`src/rtl/seven_segment_pkg.sv`:
```
// Shared definitions for the seven-segment display monitor: segment bit positions,
// the hex glyph table and the capture FSM state encoding.
`timescale 1ns/1ps
package seven_segment_pkg;

    localparam int SEG_A  = 0;
    localparam int SEG_B  = 1;
    localparam int SEG_C  = 2;
    localparam int SEG_D  = 3;
    localparam int SEG_E  = 4;
    localparam int SEG_F  = 5;
    localparam int SEG_G  = 6;
    localparam int SEG_DP = 7;

    // Active-high g..a patterns; entry i is the glyph for hex digit i.
    localparam logic [15:0][6:0] GLYPH_TABLE = {
        7'h71, 7'h79, 7'h5E, 7'h39, 7'h7C, 7'h77, 7'h6F, 7'h7F,
        7'h07, 7'h7D, 7'h6D, 7'h66, 7'h4F, 7'h5B, 7'h06, 7'h3F
    };

    typedef enum logic [1:0] {
        IDLE     = 2'd0,
        SETTLING = 2'd1,
        CAPTURED = 2'd2
    } state_t;

    function automatic logic is_one_hot(input logic [7:0] vec, input int width);
        logic [7:0] masked;
        masked = vec & ((8'd1 << width) - 8'd1);
        return (masked != 8'd0) && ((masked & (masked - 8'd1)) == 8'd0);
    endfunction

endpackage

```
`src/rtl/segment_glyph_decoder.sv`:
```
// Combinational reverse lookup of a 7-segment pattern into its hex nibble;
// glyphValid is low for any pattern that is not one of the 16 hex glyphs.
`timescale 1ns/1ps
module segment_glyph_decoder
    import seven_segment_pkg::*;
(
    input  logic [6:0] pattern,
    output logic [3:0] nibble,
    output logic       glyphValid
);

    // Table entries are distinct, so OR-accumulating the single match is exact.
    always_comb begin
        nibble     = 4'h0;
        glyphValid = 1'b0;
        for (int i = 0; i < 16; i++) begin
            nibble     = nibble | ({4{pattern == GLYPH_TABLE[i]}} & 4'(i));
            glyphValid = glyphValid | (pattern == GLYPH_TABLE[i]);
        end
    end

endmodule

```
`src/rtl/seven_segment_decoder.sv`:
```
// Monitor for a multiplexed 7-segment display: reconstructs per-digit nibbles/dp and
// flags bad glyphs and digit collisions. Define SEVEN_SEGMENT_DECODER_SYNC_EN to add
// a two-flop input synchronizer (two extra cycles of latency).
`timescale 1ns/1ps
module seven_segment_decoder
    import seven_segment_pkg::*;
#(
    parameter int NUM_DIGITS    = 4,
    parameter int SETTLE_CYCLES = 4
) (
    input  logic                    clock,
    input  logic                    reset,
    input  logic [7:0]              segmentEnableN,
    input  logic [NUM_DIGITS-1:0]   digitEnableN,
    output logic [4*NUM_DIGITS-1:0] data,
    output logic [NUM_DIGITS-1:0]   pointEnable,
    output logic [NUM_DIGITS-1:0]   digitValid,
    output logic [NUM_DIGITS-1:0]   badPattern,
    output logic                    collision,
    output logic                    frameDone
);

    localparam int SW = NUM_DIGITS + 8;
    localparam int CW = $clog2(SETTLE_CYCLES + 1);
    localparam logic [CW-1:0] SETTLE_LIM = CW'(SETTLE_CYCLES);
    localparam logic [CW-1:0] CNT_ONE    = CW'(1);
    localparam logic [CW-1:0] CNT_ZERO   = CW'(0);

    logic [SW-1:0]           raw_s;
    logic [SW-1:0]           sample_r;
    logic [SW-1:0]           last_r;
    logic [NUM_DIGITS-1:0]   digit_sel_s;
    logic [6:0]              pattern_s;
    logic                    dp_s;
    logic                    one_hot_s;
    logic                    multi_s;
    logic                    changed_s;
    logic                    restart_capture_s;
    logic                    capture_s;
    logic [3:0]              nibble_s;
    logic                    glyph_valid_s;
    state_t                  state_r;
    logic [CW-1:0]           settle_cnt_r;
    logic [4*NUM_DIGITS-1:0] data_r;
    logic [NUM_DIGITS-1:0]   point_r;
    logic [NUM_DIGITS-1:0]   valid_r;
    logic [NUM_DIGITS-1:0]   bad_r;
    logic [NUM_DIGITS-1:0]   frame_seen_r;
    logic                    collision_r;
    logic                    frame_done_r;

`ifdef SEVEN_SEGMENT_DECODER_SYNC_EN
    logic [SW-1:0] sync1_r;
    logic [SW-1:0] sync2_r;

    // Two-flop synchronizer for inputs arriving from pins or another clock domain.
    always_ff @(posedge clock or posedge reset) begin
        if (reset) begin
            sync1_r <= {SW{1'b0}};
            sync2_r <= {SW{1'b0}};
        end else begin
            sync1_r <= {~digitEnableN, ~segmentEnableN};
            sync2_r <= sync1_r;
        end
    end

    assign raw_s = sync2_r;
`else
    assign raw_s = {~digitEnableN, ~segmentEnableN};
`endif

    // Sample register plus a one-cycle-old copy used for stability comparison.
    always_ff @(posedge clock or posedge reset) begin
        if (reset) begin
            sample_r <= {SW{1'b0}};
            last_r   <= {SW{1'b0}};
        end else begin
            sample_r <= raw_s;
            last_r   <= sample_r;
        end
    end

    assign digit_sel_s = sample_r[SW-1:8];
    assign pattern_s   = sample_r[SEG_G:SEG_A];
    assign dp_s        = sample_r[SEG_DP];
    assign multi_s     = (digit_sel_s & (digit_sel_s - NUM_DIGITS'(1))) != {NUM_DIGITS{1'b0}};
    assign one_hot_s   = (digit_sel_s != {NUM_DIGITS{1'b0}}) && !multi_s;
    assign changed_s   = sample_r != last_r;
    // With a one-sample settle requirement, a fresh one-hot sample captures immediately.
    assign restart_capture_s = one_hot_s && (SETTLE_LIM == CNT_ONE);

    segment_glyph_decoder u_glyph (
        .pattern    (pattern_s),
        .nibble     (nibble_s),
        .glyphValid (glyph_valid_s)
    );

    // Capture strobe: fires once per dwell when the settle count is reached.
    always_comb begin
        capture_s = 1'b0;
        case (state_r)
            IDLE: begin
                capture_s = restart_capture_s;
            end
            SETTLING: begin
                if (changed_s) begin
                    capture_s = restart_capture_s;
                end else begin
                    capture_s = (settle_cnt_r == (SETTLE_LIM - CNT_ONE));
                end
            end
            CAPTURED: begin
                capture_s = changed_s && restart_capture_s;
            end
            default: begin
                capture_s = 1'b0;
            end
        endcase
    end

    // Dwell-tracking FSM with saturating settle counter.
    always_ff @(posedge clock or posedge reset) begin
        if (reset) begin
            state_r      <= IDLE;
            settle_cnt_r <= CNT_ZERO;
        end else if ((state_r == IDLE) || changed_s) begin
            if (one_hot_s) begin
                settle_cnt_r <= CNT_ONE;
                state_r      <= capture_s ? CAPTURED : SETTLING;
            end else begin
                settle_cnt_r <= CNT_ZERO;
                state_r      <= IDLE;
            end
        end else begin
            case (state_r)
                SETTLING: begin
                    state_r <= capture_s ? CAPTURED : SETTLING;
                    if (settle_cnt_r < SETTLE_LIM) begin
                        settle_cnt_r <= settle_cnt_r + CNT_ONE;
                    end else begin
                        settle_cnt_r <= settle_cnt_r;
                    end
                end
                CAPTURED: begin
                    state_r      <= CAPTURED;
                    settle_cnt_r <= settle_cnt_r;
                end
                default: begin
                    state_r      <= IDLE;
                    settle_cnt_r <= CNT_ZERO;
                end
            endcase
        end
    end

    // Sticky collision flag; any multi-hot sample is a select collision.
    always_ff @(posedge clock or posedge reset) begin
        if (reset) begin
            collision_r <= 1'b0;
        end else begin
            collision_r <= collision_r | multi_s;
        end
    end

    // Per-digit capture: an invalid glyph keeps the old nibble but flags the digit.
    always_ff @(posedge clock or posedge reset) begin
        if (reset) begin
            data_r  <= {(4*NUM_DIGITS){1'b0}};
            point_r <= {NUM_DIGITS{1'b0}};
            valid_r <= {NUM_DIGITS{1'b0}};
            bad_r   <= {NUM_DIGITS{1'b0}};
        end else begin
            for (int i = 0; i < NUM_DIGITS; i++) begin
                if (capture_s && digit_sel_s[i]) begin
                    if (glyph_valid_s) begin
                        data_r[4*i +: 4] <= nibble_s;
                        bad_r[i]         <= 1'b0;
                    end else begin
                        bad_r[i]         <= 1'b1;
                    end
                    point_r[i] <= dp_s;
                    valid_r[i] <= 1'b1;
                end
            end
        end
    end

    // Frame tracking: a capture on the clearing edge seeds the next frame's mask.
    always_ff @(posedge clock or posedge reset) begin
        if (reset) begin
            frame_seen_r <= {NUM_DIGITS{1'b0}};
            frame_done_r <= 1'b0;
        end else begin
            frame_done_r <= &frame_seen_r;
            frame_seen_r <= ((&frame_seen_r) ? {NUM_DIGITS{1'b0}} : frame_seen_r)
                          | (capture_s ? digit_sel_s : {NUM_DIGITS{1'b0}});
        end
    end

    assign data        = data_r;
    assign pointEnable = point_r;
    assign digitValid  = valid_r;
    assign badPattern  = bad_r;
    assign collision   = collision_r;
    assign frameDone   = frame_done_r;

endmodule

```
`config.mk`:
```
export PLATFORM = sky130hd
export DESIGN_NAME = seven_segment_decoder
export DESIGN_NICKNAME = d
export VERILOG_FILES = /design/src/rtl/seven_segment_pkg.sv /design/src/rtl/segment_glyph_decoder.sv /design/src/rtl/seven_segment_decoder.sv
export SDC_FILE = /design/constraint.sdc
export NUM_CORES = 1
export LEC_CHECK = 0
export CORE_MARGIN = 4
export CORE_UTILIZATION = 35
export DETAILED_ROUTE_END_ITERATION = 8
export RECOVER_POWER = 50
export SLEW_MARGIN = 20
export SYNTH_ARGS = -nofsm -noshare
export SYNTH_HDL_FRONTEND = slang
export SYNTH_SLANG_ARGS = --single-unit
export TNS_END_PERCENT = 10
```
`constraint.sdc`:
```
create_clock -name clock -period 2.95 [get_ports clock]
set_input_delay 0.7375 -clock clock [delete_from_list [all_inputs] [get_ports clock]]
set_output_delay 0.7375 -clock clock [all_outputs]
set_load 0.02 [all_outputs]
```
Word-level counts from Yosys, hierarchy flattened
Cells that the tools add are included.
- register bits: 63
- bits in latches: 0
- memory bits (writable): 0
- memory bits (read-only): 0
- input port bits: 14
- output and inout bits: 30
- logic and storage cells: 111
- memories: 0
- $add $sub $neg: 2
- multipliers: 0
- divide/modulo/power cells: 0
- order comparisons: 1
- equal/unequal tests: 22
- shifts and indexed selects: 0
- multiplexer cells: 13
- bitwise operators: 34
- reduce and logical (&&, ||, !) cells: 16
- operator list (cell ; count):
    $eq 7x7->1 const B ; 12
    $or 4x4->4 ; 9
    $or 1x1->1 ; 16
    $or 4x3->4 ; 4
    $eq 7x3->1 const B ; 2
    $eq 7x6->1 const B ; 2
    $ne 12x12->1 ; 1
    $reduce_and 2->1 ; 5
    $mux 4 ; 2
    $not 8->8 ; 1
    $reduce_bool 4->1 ; 2
    $mux 2 ; 3
    $mux 3 ; 2
    $pmux 3 s2 ; 1
    $logic_and 1x1->1 ; 5
    $and 4x4->4 ; 1
    $mux 1 ; 4
    $not 4->4 ; 1
    $or 4x2->4 ; 1
    $pmux 2 s2 ; 1
    $reduce_and 4->1 ; 1
    $sub 4x1->4 const B ; 1
    $add 3x1->3 const B ; 1
    $eq 3x2->1 const B ; 1
    9 further kinds ; 9

Longest topological paths before layout
Gate-level depths: netlist of the first run.
- word-level depth: 17
- mapped depth: 8
- depth with buffers taken out: 7

Hierarchy
A second synthesis of the first run with hierarchy kept.
- cells, all modules: 242
- area total of the unflattened synthesis: 2862.7 µm²
- by module, submodules not included (module ; times used ; cells each ; area each (µm²) ; sequential area each (µm²)):
    seven_segment_decoder ; 1 ; 190 ; 2527.4 ; 1576.5
    segment_glyph_decoder ; 1 ; 52 ; 335.3 ; 0.0

Worst setup path before layout of the first run
OpenSTA, ideal clock, no wires.
- kind: register -> register
- start point: register sample_r[3]
- end point: register data_r[4] (netlist: data[4])
- setup time: 0.121 ns
- data arrival time: 1.844 ns
- required time: 2.829 ns
- slack: 0.985 ns
- stages on the path, launching flop included: 6
- path buffers: 0
- clock period less this slack: 1.965 ns
- cells stage by stage: dfrtp_1 > and3_4 > o31a_1 > a311o_1 > o311a_1 > o22a_1
- longest elaborated chain between the ends: 17
- elaborated cells on any way between the ends: 50
- classes of those cells: eq/ne: 17; mux: 2; bitwise: 29; reduce/logical: 2
- RTL lines (element ; line ; source):
    start: declaration ; seven_segment_decoder.sv:30 ; logic [SW-1:0] sample_r;
    start signal: assignment ; seven_segment_decoder.sv:75 ; sample_r <= {SW{1'b0}};
    start signal: assignment ; seven_segment_decoder.sv:78 ; sample_r <= raw_s;
    $eq 7x6->1 or $eq 7x3->1 (tied branches) ; segment_glyph_decoder.sv:18, segment_glyph_decoder.sv:17 ;
    $or 1x1->1 (15 in a row) ; segment_glyph_decoder.sv:18 ; glyphValid = glyphValid | (pattern == GLYPH_TABLE[i]);
    $reduce_and 2->1 (no source line) ; -- ;
    end signal: assignment ; seven_segment_decoder.sv:168 ; data_r <= {(4*NUM_DIGITS){1'b0}};
    end signal: indexed assignment ; seven_segment_decoder.sv:176 ; data_r[4*i +: 4] <= nibble_s;
    end: declaration ; seven_segment_decoder.sv:44 ; logic [4*NUM_DIGITS-1:0] data_r;
Parallel ways exist; a longest one is shown, timed or not.
A chain may end at the register's enable or synchronous reset.

Worst setup path after layout of the first run
- start point: register sample_r[3]
- end point: register bad_r[0] (netlist: badPattern[0])
- longest elaborated chain between the ends: 17
- elaborated cells on any way between the ends: 36
- classes of those cells: eq/ne: 17; mux: 3; bitwise: 15; reduce/logical: 1
- RTL lines (element ; line ; source):
    $eq 7x6->1 or $eq 7x3->1 (tied branches) ; segment_glyph_decoder.sv:18 ;
    $or 1x1->1 (15 in a row) ; segment_glyph_decoder.sv:18 ;
    $mux 1 ; seven_segment_decoder.sv:175 ; if (glyph_valid_s) begin
    end signal: assignment ; seven_segment_decoder.sv:171 ; bad_r <= {NUM_DIGITS{1'b0}};
    end: declaration ; seven_segment_decoder.sv:47 ; logic [NUM_DIGITS-1:0] bad_r;
Parallel ways exist; a longest one is shown, timed or not.

==> results of run 1 <==
-- per-stage QoR --
| step | hold WS, ns | cell area (µm²) |
|---|---|---|
| after floorplan | 0.3487 | 2927 |
| after global placement | 0.4501 | 3462 |
| after detailed placement | 0.4551 | 3462 |
| after CTS | 0.4745 | 3694 |
| after global routing | 0.4828 | 3694 |
| final | 0.4645 | 3694 |
-- synthesized netlist by cell type (2+ instances only) --
cell type	number	area share
o22a_1	10	0.030
clkbuf_1	4	0.0051
a2bb2oi_1	4	0.012
nand2b_1	5	0.011
a211oi_1	2	0.0051
nor4b_1	2	0.0060
nor3b_1	2	0.0051
mux2_1	8	0.031
or4_4	4	0.015
nand4bb_1	2	0.0077
inv_1	22	0.028
nor2b_1	3	0.0064
nand4_1	3	0.0064
nand2_2	4	0.0085
or3_1	3	0.0064
nand3_1	3	0.0051
o21ai_0	6	0.010
o22ai_1	6	0.013
o311a_1	4	0.014
xor2_1	2	0.0060
a21oi_1	9	0.015
nand2_1	21	0.027
buf_2	7	0.012
xnor2_2	2	0.011
dfrtp_1	63	0.54
nor2_1	6	0.0077
xnor2_1	10	0.030
nor3_1	9	0.015
nand4b_1	3	0.0090
a31oi_1	2	0.0043
ha_1	5	0.021
and3_1	2	0.0043
-- state kept, by name, indices dropped and copies added, names as in the netlist --
signal	cells
badPattern	4
collision	1
data	16
digitValid	4
frameDone	1
frame_seen_r	4
last_r	12
pointEnable	4
sample_r	12
settle_cnt_r	3
state_r	2
-- area by class of cell --
| type | count | area [µm²] |
|---|---|---|
| clock inverters | 5 | 80.08 |
| well taps | 105 | 131.4 |
| inverters | 22 | 82.58 |
| repair buffers | 45 | 457.9 |
| multi-input cells | 162 | 1214 |
| fillers | 784 | 4482 |
| clock buffers | 11 | 151.4 |
| flip-flops and latches | 63 | 1577 |
-- cell families after synthesis --
group | Yosys count
flip-flops | 63
AND/OR/NAND/NOR | 82
AO/OA/AOI/OAI | 51
adder cells (fa/ha/maj) | 6
XOR/XNOR | 14
buffers and inverters | 34
multiplexers | 9
-- placed cells by master (no fill, tap or decap), types with 4 or more instances in the layout --
| cell type | synthesis | layout |
|---|---|---|
| nor3_1 | 9 | 9 |
| clkdlybuf4s50_1 | 0 | 30 |
| clkbuf_8 | 0 | 11 |
| ha_1 | 5 | 5 |
| inv_1 | 22 | 22 |
| o22a_1 | 10 | 10 |
| a2bb2oi_1 | 4 | 4 |
| or4_4 | 4 | 4 |
| a21oi_1 | 9 | 9 |
| nor2_1 | 6 | 6 |
| nand2_2 | 4 | 4 |
| dfrtp_1 | 63 | 63 |
| o21ai_0 | 6 | 6 |
| o311a_1 | 4 | 4 |
| nand2b_1 | 5 | 5 |
| o22ai_1 | 6 | 6 |
| xnor2_1 | 10 | 10 |
| mux2_1 | 8 | 8 |
| nand2_1 | 21 | 21 |
| dlygate4sd3_1 | 0 | 13 |
-- how the worst max path moves through the flow --
stage,to,depth (start not counted),slack [ns],from
4_1_cts,badPattern[0]$_DFFE_PP0P_,5,0.61,sample_r[3]$_DFF_PP0_
3_5_place_dp,badPattern[0]$_DFFE_PP0P_,5,0.63,sample_r[3]$_DFF_PP0_
5_1_grt,badPattern[0]$_DFFE_PP0P_,5,0.45,sample_r[3]$_DFF_PP0_
6_report,badPattern[0]$_DFFE_PP0P_,5,0.62,sample_r[3]$_DFF_PP0_
3_3_place_gp,data[0]$_DFFE_PP0P_,5,0.67,sample_r[3]$_DFF_PP0_
2_1_floorplan,badPattern[0]$_DFFE_PP0P_,1,0.64,reset
-- critical path, cell delays in order (launching register included) --
cell and delay, ns:
dfrtp_1 0.68, xnor2_1 0.18, nand4_1 0.31, nor4_4 0.54
nand2_2 0.16, mux2_1 0.34
-- layer usage --
metal / up-vias / global-route usage / wire [µm]
met5: - / 0 / 0
met4: 0 / 0.06408 / 134
met3: 12 / 0.03226 / 302
met2: 53 / 0.2092 / 2922
met1: 1010 / 0.1848 / 2876
li1: 1018 / - / -
-- power groups by stage --
stage	sequential, mW	clock [mW]	combinational, mW
after floorplan	0.912	0	0.0997
after global placement	0.935	0	0.118
after detailed placement	0.936	0	0.118
after CTS	0.919	0.876	0.120
after global routing	0.924	0.913	0.130
final	0.919	0.860	0.113
==> impl_metrics.py, run 1 <==
metrics = {
    "power_and_ir_drop": {
        "comb_power_share": 0.060,
        "internal-power_mw": 1.455,
        "peakVddDrop_v": 0.0002419,
        "fin_total_pwr_mw": 1.893,
        "p_per_area_nw_per_um2": 512.4,
        "p_leak_nw": 1.680,
        "p_sw_mw": 0.4371,
        "p_seq_frac": 0.486,
        "switching_share": 0.2310,
        "clkPwrFrac": 0.454,
    },
    "drt": {
        "avgRoutedWirePerCell_um": 15.10,
        "wl_mm": 6.236,
        "drt-initial-drc-count": 117,
        "drtPass1Iterations": 4,
        "ant_nets": 0,
        "viasPerCell": 5.068,
        "via_count": 2093,
        "drc": 0,
    },
    "synth": {
        "syn_nets": 278,
        "yosys.area_share.xor_xnor": 0.04703,
        "synth-main-ff-cell": "dfrtp_1",
        "synth.distinct_cells": 53,
        "synth_edf_count": 0,
        "synth-seq-cells": 63,
        "muxShareOfSynthArea": 0.03420,
        "synth_top_family_by_area": "simple AND/OR/NAND/NOR gates",
        "synth_simple_gate_area_share": 0.1791,
        "synth_area_um2": 2927,
        "avgSynthCellArea_um2": 11.30,
        "yosys.area_share.adder": 0.02480,
        "postSynthCellCount": 259,
        "yosys_warnings": 0,
        "synth_compound_area_frac": 0.1295,
        "seq_area_frac_synth": 0.5387,
        "async_reset_ff_frac": 1.000,
    },
    "floorplanning": {
        "die_y_um": 99.44,
        "rows": 33,
        "start_util": 0.3580,
        "coreArea_um2": 8175,
        "dieWidth_um": 99.44,
        "die_area_um2": 9888,
        "top_level_ports": 44,
    },
    "timing": {
        "fin_setup_tns_ns": 0,
        "relSlewSlack": 0.3973,
        "rsz0062_at_grt": "no",
        "setup_ws_ns": 0.6179,
        "fin_skew_ns": 0.008395,
        "finalCritPeriodShare": 0.7905,
        "fin_crit_ns": 2.332,
        "finalHoldViolCount": 0,
        "slew_violations": 0,
        "max_freq_mhz": 428.8,
        "finalSetupViolCount": 0,
        "tightest_slew_ns": 0.9030,
    },
    "worst_hold_path": {
        "min_path_cells": 1,
        "hold_path_end": "digitValid[1]$_DFFE_PP0P_",
        "hold_path.class": "reg -> reg",
        "min_from": "digitValid[1]$_DFFE_PP0P_",
    },
    "place": {
        "port_buffers": 43,
        "placedCellCount": 397,
        "place.gp.congestion": 0.8389,
        "dp_slack_ns": 0.6299,
        "place_hpwl_mm": 4.381,
    },
    "clock_tree": {
        "holdBufCountCts": 0,
        "cts_tree": "done",
        "clk_pin_slew_worst_paths_ns": 0.07,
        "cts_buffers": 9,
        "clock_latency_ns": 0.34,
        "htree_levels": 3,
        "clock_path_buffers": 2,
        "post_cts.repair.setup_buffers": 0,
        "clock_sinks": 63,
        "post_cts_resized": 0,
        "cts-root-buf": "clkbuf_8",
    },
    "layout": {
        "utilization": 0.4518,
        "stdcell_count": 413,
        "final_nets": 322,
        "n_antenna_cell": 0,
        "syn_to_final_growth_pct": 26.21,
        "drive_gt1_frac": 0.1104,
    },
    "worst_setup_path": {
        "worst-setup-path-type": "reg -> reg",
        "r2r_start": "sample_r[3]$_DFF_PP0_",
        "arrival_ns": 2.55,
        "rrSetupSlack_ns": 0.62,
        "worst_r2r_endpoint": "badPattern[0]$_DFFE_PP0P_",
        "crit_required_ns": 3.17,
        "reg2regPathDepth": 5,
        "end_kind": "flop",
        "cp_max_fo": 17,
        "cp-start-kind": "flop",
    },
    "global_route": {
        "antenna_found_initial": 0,
        "grt_pass1_wl_mm": 10.61,
        "grt_pass1_vias": 2106,
        "grt_usage": 0.1371,
        "grt_max_degree": 42,
        "grt_overflow_total": 0,
    },
    "status": {
        "status": "finished, final reports clean",
    },
    "job": {
        "maxCapViolations": 0,
    },
}
No activity file was read; power rests on OpenSTA's default activity.
==> run 2: changes to the inputs <==
- clock period: 2.95 -> 1.95 ns (I/O delays scaled with it)
==> run 2 against run 1 <==
Against the previous run: sequential power grew 49%; clock power is 28% higher; the flow now finishes with violations (setup timing); worst setup slack got worse by 0.68 ns; critical path depth did not move; largest cell class unchanged; cell count grew 12%; maximum frequency is 16% higher; flip-flop and latch count unchanged.
==> impl_metrics.py, run 2 (synthesis gave the netlist of run 1 again) <==
metrics = {
    "clock_tree": {
        "clk_pin_slew_worst_paths_ns": 0.08,
        "cts_tree": "done",
        "cts-root-buf": "clkbuf_8",
        "clock_path_buffers": 2,
        "holdBufCountCts": 0,
        "clock_latency_ns": 0.35,
        "clock_sinks": 63,
        "htree_levels": 3,
        "cts_buffers": 9,
    },
    "layout": {
        "final_common_cell": "dfrtp_1",
        "n_antenna_cell": 0,
        "largest_reg_flops": 16,
        "stdcell_area_um2": 4185,
        "final_nets": 372,
        "drive_gt1_frac": 0.3128,
        "syn_to_final_growth_pct": 43.01,
        "mostFrequentLayoutCells": "dfrtp_1 (57), buf_4 (39), clkdlybuf4s50_1 (30)",
    },
    "timing": {
        "finalSetupViolCount": 13,
        "slew_violations": 0,
        "tightest_slew_ns": 0.8423,
        "rsz0062_at_grt": "yes",
        "setup_ws_ns": -0.06308,
        "finalHoldViolCount": 0,
        "finalCritPeriodShare": 1.032,
        "fin_skew_ns": 0.01410,
        "max_freq_mhz": 496.8,
        "relSlewSlack": 0.4385,
        "fin_setup_tns_ns": -0.3510,
        "fin_crit_ns": 2.013,
    },
    "place": {
        "place.gp.congestion": 0.8540,
        "placed_area_um2": 3804,
        "place_hpwl_mm": 5.008,
        "port_buffers": 43,
    },
    "floorplanning": {
        "rows": 33,
        "coreArea_um2": 8175,
        "top_level_ports": 44,
        "die_y_um": 99.44,
        "dieWidth_um": 99.44,
        "die_area_um2": 9888,
        "start_util": 0.3580,
    },
    "worst_setup_path": {
        "arrival_ns": 2.25,
        "rrSetupSlack_ns": -0.06,
        "crit_required_ns": 2.19,
        "crit_chain": "and3_4, o31a_1, a311o_2, o311a_4, o22a_1",
        "startpoint": "sample_r[0]$_DFF_PP0_",
        "worst_r2r_endpoint": "data[8]$_DFFE_PP0P_",
        "r2r_start": "sample_r[0]$_DFF_PP0_",
        "end_kind": "flop",
        "reg2regPathDepth": 5,
        "cpPeakStageDelay_ns": 0.47,
        "cp_max_fo": 7,
        "crit_path_top_delay_cell": "dfrtp_2",
        "cp-start-kind": "flop",
        "worst-setup-path-type": "reg -> reg",
    },
    "status": {
        "violations": "setup timing",
        "status": "finished, violations left",
    },
    "global_route": {
        "grt_pass1_wl_mm": 11.74,
        "antenna_found_initial": 0,
        "grt_usage": 0.1527,
        "grt_pass1_vias": 2427,
        "grt_max_degree": 64,
        "grt_overflow_total": 0,
    },
    "power_and_ir_drop": {
        "p_leak_nw": 1.901,
        "switching_share": 0.2506,
        "p_seq_frac": 0.500,
        "p_sw_mw": 0.6881,
        "peakVddDrop_v": 0.0003834,
        "internal-power_mw": 2.058,
        "comb_power_share": 0.099,
        "p_per_area_nw_per_um2": 656.1,
        "clkPwrFrac": 0.401,
    },
    "drt": {
        "ant_nets": 0,
        "viasPerCell": 5.019,
        "wl_mm": 6.997,
        "via_count": 2324,
        "avgRoutedWirePerCell_um": 15.11,
        "drtPass1Iterations": 4,
        "drc": 0,
        "drt-initial-drc-count": 125,
    },
    "worst_hold_path": {
        "hold_path_end": "digitValid[3]$_DFFE_PP0P_",
        "min_path_cells": 1,
        "min_from": "digitValid[3]$_DFFE_PP0P_",
        "hold_path.class": "reg -> reg",
    },
    "job": {
        "maxCapViolations": 0,
    },
}
-- run 2: stage by stage --
stage          utilization  hold WS, ns  cells  total power, mW  setup WS [ns]
4_1_cts             0.4974       0.4597    463            2.775       -0.08422
3_5_place_dp        0.4653       0.4577    442            1.652        -0.1802
5_1_grt             0.5119       0.4965    463            2.871        -0.1405
2_1_floorplan            -       0.3487    259            1.530       -0.01471
3_3_place_gp        0.4653       0.4474    442            1.648        -0.1390
6_report            0.5119       0.4729    463            2.746       -0.06308
-- run 2: per-layer routing --
metal / up-vias / part of all wire / track usage
met1: 1140 / 0.44 / 0.1995
met3: 11 / 0.053 / 0.04979
met2: 61 / 0.49 / 0.2361
li1: 1112 / - / -
met5: - / 0 / 0
met4: 0 / 0.020 / 0.05882
-- run 2: how the worst max path moves through the flow --
stage / endpoint / slack [ns] / cells past startpoint
final: data[8]$_DFFE_PP0P_ / -0.06 / 5
after global routing: data[12]$_DFFE_PP0P_ / -0.14 / 6
after CTS: data[8]$_DFFE_PP0P_ / -0.08 / 5
after detailed placement: data[8]$_DFFE_PP0P_ / -0.18 / 5
after global placement: data[8]$_DFFE_PP0P_ / -0.14 / 5
after floorplan: data[4]$_DFFE_PP0P_ / -0.01 / 5
-- run 2: critical path, delay by kind of cell (launching register included) --
kind            cells  cell delay, ns
compound gates      4            1.25
flops               1            0.47
simple gates        1            0.19
-- run 2: cell type report --
class	instances	area [µm²]
Multi-Input combinational cell	162	1373
Clock buffer	11	131.4
Tap cell	105	131.4
Timing Repair Buffer	95	820.8
Fill cell	735	3990
Inverter	22	86.33
Sequential cell	63	1584
Clock inverter	5	58.81
-- run 2: repair_timing --
action,in CTS,in global routing
buffers inserted,5,0
gates resized for setup,12,32
cloned,0,0
endpoints found under the setup margin,25,32
pin swaps,10,12
-- run 2: power groups by stage --
stage	sequential, mW	combinational, mW	clock (mW)
6_report	1.37	0.271	1.10
5_1_grt	1.38	0.303	1.19
4_1_cts	1.37	0.272	1.13
3_5_place_dp	1.39	0.257	0
3_3_place_gp	1.39	0.255	0
2_1_floorplan	1.38	0.151	0
